### src/rtl/load_store_aligner.sv
// Load/store aligner: maps byte/half/word/double accesses onto a word-wide bus, splitting
// misaligned accesses into two beats and merging/extending the load result.
module load_store_aligner #(
    parameter int unsigned DATA_W   = 32,
    parameter int unsigned ADDR_W   = 32,
    parameter bit          SPLIT_EN = 1'b1
) (
    input  logic                clk,
    input  logic                rst,
    input  logic                req_valid,
    output logic                req_ready,
    input  logic                req_we,
    input  logic [1:0]          req_size,
    input  logic                req_unsigned,
    input  logic [ADDR_W-1:0]   req_addr,
    input  logic [DATA_W-1:0]   req_wdata,
    output logic                bus_valid,
    input  logic                bus_ready,
    output logic [ADDR_W-1:0]   bus_addr,
    output logic                bus_we,
    output logic [DATA_W/8-1:0] bus_be,
    output logic [DATA_W-1:0]   bus_wdata,
    input  logic                bus_rvalid,
    input  logic [DATA_W-1:0]   bus_rdata,
    output logic                resp_valid,
    output logic [DATA_W-1:0]   resp_rdata,
    output logic                resp_err
);
    localparam int unsigned W     = DATA_W / 8;
    localparam int unsigned OFF_W = $clog2(W);

    typedef enum logic [2:0] {StIdle, StBeat1, StWait1, StBeat2, StWait2, StResp} state_e;

    state_e            state_q;
    logic [OFF_W-1:0]  off_q;
    logic [1:0]        size_q;
    logic              we_q;
    logic              unsigned_q;
    logic              split_q;
    logic [DATA_W-1:0] wdata_hi_q;
    logic [W-1:0]      be_hi_q;
    logic [DATA_W-1:0] beat1_q;

    assign req_ready = (state_q == StIdle);

    // Request decode: legality plus the 2W-byte store lane vectors (low half = beat1).
    logic [OFF_W-1:0]    req_off;
    int unsigned         req_nbytes;
    logic                req_misaligned;
    logic                req_err;
    logic [2*DATA_W-1:0] wdata_shift;
    logic [2*DATA_W-1:0] data2;
    logic [2*W-1:0]      be2;

    always_comb begin
        req_off        = req_addr[OFF_W-1:0];
        req_nbytes     = 32'd1 << req_size;
        req_misaligned = (32'(req_off) + req_nbytes) > W;
        req_err        = (req_nbytes > W) || (req_misaligned && !SPLIT_EN);
        wdata_shift    = {{DATA_W{1'b0}}, req_wdata} << {req_off, 3'b000};
        for (int unsigned b = 0; b < 2 * W; b++) begin
            be2[b]          = (b >= 32'(req_off)) && (b < 32'(req_off) + req_nbytes);
            data2[8*b +: 8] = be2[b] ? wdata_shift[8*b +: 8] : 8'h00;
        end
    end

    // Load merge: the incoming beat is beat1 on an aligned access, beat2 otherwise.
    logic [DATA_W-1:0] merge_lo;
    logic [DATA_W-1:0] merge_hi;
    logic [DATA_W-1:0] merged;
    logic [DATA_W-1:0] load_result;
    int unsigned       nbytes;
    logic              sign;

    always_comb begin
        merge_lo = (state_q == StWait2) ? beat1_q : bus_rdata;
        merge_hi = (state_q == StWait2) ? bus_rdata : '0;
        merged   = DATA_W'({merge_hi, merge_lo} >> {off_q, 3'b000});
        nbytes   = 32'd1 << size_q;
        sign     = 1'b0;
        for (int unsigned b = 0; b < W; b++) begin
            if (b + 1 == nbytes) sign = merged[8*b+7] & ~unsigned_q;
        end
        for (int unsigned b = 0; b < W; b++) begin
            load_result[8*b +: 8] = (b < nbytes) ? merged[8*b +: 8] : {8{sign}};
        end
    end

    always_ff @(posedge clk) begin
        if (rst) begin
            state_q    <= StIdle;
            off_q      <= '0;
            size_q     <= '0;
            we_q       <= 1'b0;
            unsigned_q <= 1'b0;
            split_q    <= 1'b0;
            wdata_hi_q <= '0;
            be_hi_q    <= '0;
            beat1_q    <= '0;
            bus_valid  <= 1'b0;
            bus_addr   <= '0;
            bus_we     <= 1'b0;
            bus_be     <= '0;
            bus_wdata  <= '0;
            resp_valid <= 1'b0;
            resp_rdata <= '0;
            resp_err   <= 1'b0;
        end else begin
            case (state_q)
                StIdle: begin
                    if (req_valid) begin
                        off_q      <= req_off;
                        size_q     <= req_size;
                        we_q       <= req_we;
                        unsigned_q <= req_unsigned;
                        split_q    <= req_misaligned;
                        wdata_hi_q <= data2[2*DATA_W-1:DATA_W];
                        be_hi_q    <= be2[2*W-1:W];
                        if (req_err) begin
                            state_q    <= StResp;
                            resp_valid <= 1'b1;
                            resp_err   <= 1'b1;
                            resp_rdata <= '0;
                        end else begin
                            state_q   <= StBeat1;
                            bus_valid <= 1'b1;
                            bus_addr  <= {req_addr[ADDR_W-1:OFF_W], {OFF_W{1'b0}}};
                            bus_we    <= req_we;
                            bus_be    <= req_we ? be2[W-1:0] : '1;
                            bus_wdata <= req_we ? data2[DATA_W-1:0] : '0;
                        end
                    end
                end
                StBeat1: begin
                    if (bus_ready) begin
                        bus_valid <= 1'b0;
                        state_q   <= StWait1;
                    end
                end
                StWait1: begin
                    if (bus_rvalid) begin
                        beat1_q <= bus_rdata;
                        if (split_q) begin
                            state_q   <= StBeat2;
                            bus_valid <= 1'b1;
                            bus_addr  <= bus_addr + ADDR_W'(W);
                            bus_be    <= we_q ? be_hi_q : '1;
                            bus_wdata <= we_q ? wdata_hi_q : '0;
                        end else begin
                            state_q    <= StResp;
                            resp_valid <= 1'b1;
                            resp_rdata <= we_q ? '0 : load_result;
                        end
                    end
                end
                StBeat2: begin
                    if (bus_ready) begin
                        bus_valid <= 1'b0;
                        state_q   <= StWait2;
                    end
                end
                StWait2: begin
                    if (bus_rvalid) begin
                        state_q    <= StResp;
                        resp_valid <= 1'b1;
                        resp_rdata <= we_q ? '0 : load_result;
                    end
                end
                StResp: begin
                    state_q    <= StIdle;
                    resp_valid <= 1'b0;
                    resp_rdata <= '0;
                    resp_err   <= 1'b0;
                end
                default: state_q <= StIdle;
            endcase
        end
    end

endmodule

### config.mk
export PLATFORM = sky130hd
export DESIGN_NAME = load_store_aligner
export DESIGN_NICKNAME = d
export VERILOG_FILES = /design/src/rtl/load_store_aligner.sv
export SDC_FILE = /design/constraint.sdc
export NUM_CORES = 1
export LEC_CHECK = 0
export CAP_MARGIN = 20
export CORE_MARGIN = 2
export CORE_UTILIZATION = 55
export DETAILED_ROUTE_END_ITERATION = 8
export PLACE_DENSITY = 0.95
export SYNTH_ARGS = -nofsm -noshare
export SYNTH_HDL_FRONTEND = slang
export SYNTH_SLANG_ARGS = --single-unit
### constraint.sdc
create_clock -name clk -period 4.9 [get_ports clk]
set_input_delay 0.49 -clock clk [delete_from_list [all_inputs] [get_ports clk]]
set_output_delay 0.49 -clock clk [all_outputs]
set_load 0.005 [all_outputs]
==> results.cfg, run 1 <==
[timing]
finalHoldViolations = 0
drv_slew = 0
grt_setup_unrepaired = no
fmax_mhz = 292
finClkSkew_ns = 0.00890
min_period_ns = 3.43
fin_setup_tns_ns = 0
relSlewSlack_pct = 26.3
period_share_pct = 70.0
setup_viol = 0
tightest_slew_ns = 1.10

[detailed_routing]
via_per_inst = 6.58
routed_wl_um = 30200
detail-route-antenna-nets = 0
drc_errors = 0
drtIter0Drc = 1528
dr.pass1.iters = 6
avgRoutedWirePerCell_um = 20.2
vias = 9854

[layout]
finalInstanceArea_um2 = 12100
layout_common_cells = 206 x clkdlybuf4s50_1, 170 x dfxtp_1, 154 x nand2_1
area_delta_synth_final_pct = 27.6
fill_cells = 1174
fin_nets = 1375
drive_gt1_share_pct = 8.38
layout_commonest_cell = clkdlybuf4s50_1

[floorplan]
core_area_um2 = 16700
dieArea_um2 = 18300
placementRows = 47
die-width_um = 135
pin_count = 210
fp.dieH_um = 135
initial_core_util_pct = 56.7

[yosys]
synthTopCellsByArea = dfxtp_1 36%, mux2i_1 7.8%, nand2_1 6.1%
synth-main-ff-cell = dfxtp_1
yosys_warnings = 0
synth_top_area_cell = dfxtp_1
async_flop_share_pct = 0
seq_area_frac_synth_pct = 36.2
syn_area_um2 = 9470
synth_cell_types = 77
postSynthCellCount = 1128
ys_seq_elements = 171
syn_area_per_cell_um2 = 8.39
synth-edff-count = 0
synth.top_cell.area_share_pct = 36.2

[setup_path]
setup.worst_path.end_class = flip-flop
slowest_stage = nor3b_4
path_cells = nor3b_4 > buf_4 > mux2i_1 > o21ai_0 > o211ai_1 > o221ai_1
cp_max_fo = 23
timing_worst_setup_path_type = reg -> reg
start_kind = flip-flop
arrival_ns = 3.72
cp.required_ns = 5.19
critPathBufInv = 1
path_delay_family = simple AND/OR/NAND/NOR gates
critPathMaxStageDelay_ns = 0.94

[pwr]
seqPwrFrac_pct = 39.0
power_w = 0.00443
p_leak_nw = 4.15
ir_drop_mv = 0.303
swShare_pct = 33.1
p_sw_w = 0.00146
power_density_nw_per_um2 = 367
clockPowerShare_pct = 29.6
p_int_w = 0.00296
combPwrFrac_pct = 31.3

[grt]
grt_pass1_wl_um = 47300
overflow = 0
track_usage_pct = 32.4
grt_pass1_vias = 8946
grt_max_degree = 86
antenna_found_initial = 2

[min_path]
hp-class = reg -> reg

[clocking]
cts_setup_buffers = 0
cts-resized-gates = 0
clock-sinks = 171
clock_latency_ns = 0.44
numCtsBuffers = 17
cts_buffer_depth = 2
postCtsHoldBufs = 0
cts_tree = built
clockRootBuffer = clkbuf_16
clk_pin_slew_ns = 0.06
cts.htree.levels = 4

[placement]
hpwl_um = 19900
portBuffers = 207
place_area_um2 = 11500
place.gp.congestion = 0.974

[status]
outcome = complete, no violations

[flow_run]
maxCapViolations = 0
==> registers in the layout, indices dropped and copies added (netlist names) <==
| name | flops |
|---|---|
| bus_wdata | 32 |
| resp_err | 1 |
| beat1_q | 32 |
| resp_valid | 1 |
| be_hi_q | 4 |
| we_q | 1 |
| unsigned_q | 1 |
| wdata_hi_q | 24 |
| off_q | 2 |
| size_q | 2 |
| bus_be | 4 |
| bus_valid | 1 |
| state_q | 3 |
| bus_addr | 30 |
| resp_rdata | 32 |
| bus_we | 1 |
==> cell families (layout without fill, tap and decap cells) <==
kind of cell	Yosys count	after routing	synth area share, %
simple gates	362	362	17.5
mux	111	111	13.4
fa+ha+maj	4	4	0.608
compound gates	354	354	26.4
flops	171	171	36.2
other cells	1	3	0.0396
buf+inv	122	270	5.63
xor+xnor	3	3	0.278
==> Yosys cell counts, types with 23 or more instances <==
| master | count |
|---|---|
| a221oi_1 | 26 |
| a22oi_1 | 25 |
| buf_2 | 27 |
| dfxtp_1 | 171 |
| nor2_1 | 101 |
| nor3_1 | 23 |
| mux2i_1 | 74 |
| mux2_2 | 27 |
| o21ai_0 | 59 |
| clkbuf_1 | 64 |
| a21oi_1 | 97 |
| nand2_1 | 154 |
==> metal layers <==
metal,track usage [%],up-vias,wire [um]
li1,-,4443,-
met1,44.6,4602,12100
met2,48.3,699,13600
met3,7.63,110,3310
met4,14.6,0,1150
met5,0,-,0
==> final timing paths <==
kind | from | end | slack (ns) | cells past startpoint
worst max-delay path | state_q[2]$_SDFFE_PP0P_ | resp_rdata[24]$_SDFFE_PP0P_ | 1.47 | 6
worst min-delay path | beat1_q[8]$_SDFFE_PP0P_ | beat1_q[8]$_SDFFE_PP0P_ | 0.46 | 2
worst max register to register | state_q[2]$_SDFFE_PP0P_ | resp_rdata[24]$_SDFFE_PP0P_ | 1.47 | 6
worst min register to register | beat1_q[8]$_SDFFE_PP0P_ | beat1_q[8]$_SDFFE_PP0P_ | 0.46 | 2
==> layout make-up <==
class | count | area [um2] | share of cell area (%)
timing repair buffer | 222 | 2210 | 18.3
antenna | 1 | 2.50 | 0.0207
sequential | 171 | 3420 | 28.4
clock inverter | 7 | 93.8 | 0.777
inverter | 18 | 67.6 | 0.560
multi-input combinational | 836 | 5540 | 45.9
tap | 220 | 275 | 2.28
clock buffer | 23 | 458 | 3.79
==> stage by stage <==
stage                     utilization (%)  worst slack, ns  instances  hold slack [ns]
after floorplan                         -             2.26       1129            0.436
after global placement               68.7             1.43       1465            0.440
after detailed placement             68.7             1.34       1465            0.446
after CTS                            72.0             1.59       1495            0.455
after global routing                 72.3             1.30       1498            0.467
final                                72.3             1.47       1498            0.456
==> power by group through the flow <==
stage	sequential (W)	combinational (W)	clock (W)
2_1_floorplan	0.00168	0.000843	0
3_3_place_gp	0.00174	0.00130	0
3_5_place_dp	0.00175	0.00133	0
4_1_cts	0.00172	0.00135	0.00131
5_1_grt	0.00175	0.00148	0.00136
6_report	0.00173	0.00139	0.00131
==> worst min-delay path, delay by kind of cell, from the launching register on <==
kind,cells,cell delay [ns]
DFF,1,0.31
AOI/OAI and AO/OA,1,0.05
and+or+nand+nor,1,0.05
Power figures use the tool's default switching activity.
==> inputs of run 2 (changes only) <==
--- a/config.mk
+++ b/config.mk
@@ -7,9 +7,9 @@
 export LEC_CHECK = 0
 export CAP_MARGIN = 20
 export CORE_MARGIN = 2
-export CORE_UTILIZATION = 55
+export CORE_UTILIZATION = 51
 export DETAILED_ROUTE_END_ITERATION = 8
-export PLACE_DENSITY = 0.95
+export PLACE_DENSITY = 0.9
 export SYNTH_ARGS = -nofsm -noshare
 export SYNTH_HDL_FRONTEND = slang
 export SYNTH_SLANG_ARGS = --single-unit
==> constraint.sdc (replaced) <==
create_clock -name clk -period 3.5 [get_ports clk]
set_input_delay 0.35 -clock clk [delete_from_list [all_inputs] [get_ports clk]]
set_output_delay 0.35 -clock clk [all_outputs]
set_load 0.005 [all_outputs]
==> run 2 against run 1 <==
Against the previous run:
- core utilization shrank 4.7 points
- total power rose by 42%
- first-iteration DRC count down 13%
- critical path type unchanged
- largest cell class unchanged
==> results.cfg, run 2 (synthesis gave the netlist of run 1 again) <==
[status]
outcome = complete, no violations

[detailed_routing]
vias = 9755
via_per_inst = 6.41
dr.pass1.iters = 7
routed_wl_um = 30100
drtIter0Drc = 1331
drc_errors = 0
avgRoutedWirePerCell_um = 19.8
detail-route-antenna-nets = 0

[clocking]
cts_setup_buffers = 0
cts_tree = built
cts-resized-gates = 0
numCtsBuffers = 17
clock-sinks = 171
clock_latency_ns = 0.44
cts_buffer_depth = 2
clockRootBuffer = clkbuf_16
clk_pin_slew_ns = 0.07
postCtsHoldBufs = 0
cts.htree.levels = 4

[grt]
grt_use_met1_pct = 39.4
antenna_found_initial = 0
grt_max_degree = 98
grt_pass1_vias = 9124
overflow = 0
grt_pass1_wl_um = 47500
grt_use_met2_pct = 46.8
track_usage_pct = 29.9
top_usage_layer = met2
grtUsageMet3_pct = 5.78

[setup_path]
critPathMaxStageDelay_ns = 0.77
path_cells = nor3b_4 > buf_4 > mux2i_1 > o21ai_0 > mux2i_1 > a221oi_2
critPathMostFrequentCell = mux2i_1
timing_worst_setup_path_type = reg -> reg
rr_endpoint = resp_rdata[10]$_SDFFE_PP0P_
r2r_cells = 6
cp.required_ns = 3.80
cp_max_fo = 24
arrival_ns = 3.13
setup.worst_path.end_class = flip-flop
r2r_start = state_q[2]$_SDFFE_PP0P_
reg2reg_slack_ns = 0.67
start_kind = flip-flop
slowest_stage = dfxtp_1

[timing]
period_share_pct = 80.7
relSlewSlack_pct = 29.7
fmax_mhz = 354
tightest_slew_ns = 1.05
drv_slew = 0
grt_setup_unrepaired = no
setup_ws_ns = 0.674
min_period_ns = 2.83
fin_setup_tns_ns = 0
setup_viol = 0
finalHoldViolations = 0
finClkSkew_ns = 0.0128

[floorplan]
initial_core_util_pct = 52.3
pin_count = 210
placementRows = 49
dieArea_um2 = 19700
core_area_um2 = 18100
fp.dieH_um = 140
die-width_um = 140

[layout]
final_cells = 1523
area_delta_synth_final_pct = 29.1
largestRegisters = beat1_q: 32 flops, bus_wdata: 32 flops, resp_rdata: 32 flops
fin_nets = 1390
drive_gt1_share_pct = 9.89
layout_common_cells = 206 x clkdlybuf4s50_1, 170 x dfxtp_1, 154 x nand2_1
fill_cells = 1343
utilization_pct = 67.6
antenna_cells = 0
layout_commonest_cell = clkdlybuf4s50_1

[placement]
portBuffers = 207
placed_cells = 1490
place.gp.congestion = 0.912
dpl_worst_slack_ns = 0.403
hpwl_um = 20600

[min_path]
hold_start = rst
hold-path-cell-count = 2
hp-class = in -> reg
whs_endpoint = resp_rdata[7]$_SDFFE_PP0P_

[pwr]
ir_drop_mv = 0.421
power_w = 0.00629
p_leak_nw = 4.23
power_density_nw_per_um2 = 515

[flow_run]
maxCapViolations = 0
==> run 2: cell count changes in the layout (fill, tap and decap cells not counted), sizes merged <==
cell	previous run	this run
clkinvlp	2	4
clkinv	3	2
buf	16	31
clkbuf	23	18
inv	18	24
diode	1	0
==> run 2: metal layers <==
layer / vias to the layer above / part of all wire (%)
met4: 0 / 4.4
met5: - / 0
li1: 4478 / -
met1: 4636 / 41
met3: 95 / 8.5
met2: 546 / 46
==> run 2: power by group <==
part	internal (W)	switching, W	total [W]
logic	0.000949	0.00103	0.00197
registers	0.00216	0.000238	0.00240
clock network	0.00106	0.000849	0.00191
==> run 2: worst max-delay path by stage <==
stage | startpoint | to | cells after the start
2_1_floorplan | req_addr[1] | bus_wdata[16]$_SDFFE_PP0P_ | 8
3_3_place_gp | req_size[1] | wdata_hi_q[6]$_SDFFE_PP0P_ | 10
6_report | state_q[2]$_SDFFE_PP0P_ | resp_rdata[10]$_SDFFE_PP0P_ | 6
4_1_cts | state_q[2]$_SDFFE_PP0P_ | resp_rdata[28]$_SDFFE_PP0P_ | 6
3_5_place_dp | req_size[1] | wdata_hi_q[5]$_SDFFE_PP0P_ | 11
5_1_grt | state_q[2]$_SDFFE_PP0P_ | resp_rdata[10]$_SDFFE_PP0P_ | 6
==> run 2: final cells by class <==
type / instances / area, um2 / share of cell area, %
clock buffer: 18 / 429 / 3.51
clock inverter: 14 / 156 / 1.28
inverter: 18 / 67.6 / 0.553
multi-input combinational: 836 / 5540 / 45.3
sequential: 171 / 3420 / 28.0
tap: 229 / 287 / 2.35
timing repair buffer: 237 / 2310 / 18.9
==> run 2: through the flow <==
| stage | area (um2) | hold slack [ns] |
|---|---|---|
| 6_report | 12200 | 0.332 |
| 2_1_floorplan | 9470 | 0.436 |
| 5_1_grt | 12200 | 0.337 |
| 4_1_cts | 12200 | 0.318 |
| 3_3_place_gp | 11600 | 0.439 |
| 3_5_place_dp | 11600 | 0.447 |
==> run 2: worst max-delay path: cells and delay by family (launching register included) <==
| family | cells | cell delay (ns) |
|---|---|---|
| compound gates | 2 | 0.30 |
| buf+inv | 1 | 0.41 |
| flops | 1 | 0.77 |
| mux | 2 | 0.79 |
| simple gates | 1 | 0.41 |
==> inputs of run 3 (changes only) <==
==> constraint.sdc (replaced) <==
create_clock -name clk -period 2.6 [get_ports clk]
set_input_delay 0.26 -clock clk [delete_from_list [all_inputs] [get_ports clk]]
set_output_delay 0.26 -clock clk [all_outputs]
set_load 0.005 [all_outputs]
==> run 3 against run 2 <==
Against the previous run:
- die area unchanged
- fmax rose by 17%
- clock-buffer cell count increased by 3
- worst hold slack lost 0.052 ns
- combinational power rose by 42%
- total power up 36%
- core utilization up 1.4 points
- largest cell class unchanged
- setup slack lost 0.48 ns
==> results.cfg, run 3 (synthesis gave the netlist of run 1 again) <==
[clocking]
numCtsBuffers = 17
cts.htree.levels = 4
clock-sinks = 171
clockRootBuffer = clkbuf_16
cts_buffer_depth = 2
postCtsHoldBufs = 0
cts_tree = built
cts-resized-gates = 0
cts_setup_buffers = 0
clk_pin_slew_ns = 0.07
clock_latency_ns = 0.44

[floorplan]
placementRows = 49
die-width_um = 140
pin_count = 210
dieArea_um2 = 19700
core_area_um2 = 18100
initial_core_util_pct = 52.3
fp.dieH_um = 140

[setup_path]
slowest_stage = nor3b_4
cp.required_ns = 2.90
r2r_start = state_q[1]$_SDFFE_PP0P_
critPathMostFrequentCell = buf_4
cp_max_fo = 17
path_cells = nor3b_4 > buf_4 > buf_4 > mux2i_1 > mux4_2 > a2bb2oi_1 > nor2_1
critPathMaxStageDelay_ns = 0.39
start_kind = flip-flop
arrival_ns = 2.71
reg2reg_slack_ns = 0.19
startpoint = state_q[1]$_SDFFE_PP0P_
timing_worst_setup_path_type = reg -> reg
setup.worst_path.end_class = flip-flop

[placement]
placed_cells = 1520
dpl_worst_slack_ns = -0.198
portBuffers = 207
hpwl_um = 21300
place.gp.congestion = 0.900

[timing]
finalHoldViolations = 0
period_share_pct = 92.5
fin_setup_tns_ns = 0
setup_ws_ns = 0.194
finClkSkew_ns = 0.0117
relSlewSlack_pct = 45.7
setup_viol = 0
drv_slew = 0
grt_setup_unrepaired = no
fmax_mhz = 416
min_period_ns = 2.41
tightest_slew_ns = 0.809
hold_slack_ns = 0.280

[detailed_routing]
dr.pass1.iters = 6
detail-route-antenna-nets = 0
vias = 9959
avgRoutedWirePerCell_um = 19.7
via_per_inst = 6.42
drc_errors = 0
routed_wl_um = 30500
drtIter0Drc = 1147

[layout]
drive_gt1_share_pct = 11.8
layout_common_cells = 206 x clkdlybuf4s50_1, 170 x dfxtp_1, 154 x nand2_1
layout_commonest_cell = clkdlybuf4s50_1
largestRegisters = beat1_q: 32 flops, bus_wdata: 32 flops, resp_rdata: 32 flops
regArea_um2 = 3420
fin_nets = 1419
final_cells = 1552
area_delta_synth_final_pct = 31.7
antenna_cells = 0
fill_cells = 1342
multi_input_area_um2 = 5540

[grt]
track_usage_pct = 30.1
overflow = 0
grt_pass1_wl_um = 48000
grt_pass1_vias = 9452
antenna_found_initial = 0
grt_max_degree = 62

[flow_run]
maxCapViolations = 0

[status]
outcome = complete, no violations

[pwr]
p_leak_nw = 4.38
power_density_nw_per_um2 = 687
ir_drop_mv = 0.548
power_w = 0.00857

[min_path]
hold_start = rst
hp-class = in -> reg
==> run 3: changes by cell type in the layout (fill, tap and decap cells not counted), sizes merged <==
cell,before,now
buf,31,60
clkbuf,18,21
clkinvlp,4,5
inv,24,22
clkinv,2,0
==> run 3: final timing paths <==
check	end	cells after the start
worst min register to register	beat1_q[29]$_SDFFE_PP0P_	2
worst max-delay path	resp_rdata[4]$_SDFFE_PP0P_	7
worst min-delay path	resp_rdata[7]$_SDFFE_PP0P_	2
worst max register to register	resp_rdata[4]$_SDFFE_PP0P_	7
==> run 3: power breakdown <==
| group | switching, W | leakage [nW] | total, W | internal, W |
|---|---|---|---|---|
| Combinational | 0.00145 | 2.71 | 0.00279 | 0.00135 |
| Clock | 0.00111 | 0.275 | 0.00259 | 0.00148 |
| Sequential | 0.000274 | 1.39 | 0.00319 | 0.00291 |
| Total | 0.00283 | 4.38 | 0.00857 | 0.00574 |
==> run 3: area by class of cell <==
type / instances / share of cell area (%)
clock buffers: 21 / 3.69
inverters: 18 / 0.542
well taps: 229 / 2.30
multi-input cells: 836 / 44.4
repair buffers: 266 / 20.5
clock inverters: 11 / 1.08
flip-flops and latches: 171 / 27.5
==> run 3: routing by layer <==
| metal | wire length, um | global-route usage, % | vias to the layer above |
|---|---|---|---|
| met3 | 2790 | 7.11 | 133 |
| met1 | 12300 | 38.5 | 4678 |
| li1 | - | - | 4527 |
| met5 | 0 | 0 | - |
| met4 | 1470 | 15.7 | 0 |
| met2 | 14000 | 47.5 | 621 |
==> run 3: per-stage QoR <==
| step | utilization, % | area (um2) |
|---|---|---|
| finish | 68.9 | 12500 |
| global route | 68.9 | 12500 |
| CTS | 68.9 | 12500 |
| detailed placement | 65.6 | 11900 |
| global placement | 65.6 | 11900 |
| floorplan | - | 9470 |
==> run 3: worst max-delay path: cells and delay by family (launching register included) <==
| kind | cells | cell delay, ns |
|---|---|---|
| buf+inv | 2 | 0.64 |
| mux | 2 | 0.56 |
| simple gates | 2 | 0.46 |
| flops | 1 | 0.36 |
| compound gates | 1 | 0.25 |
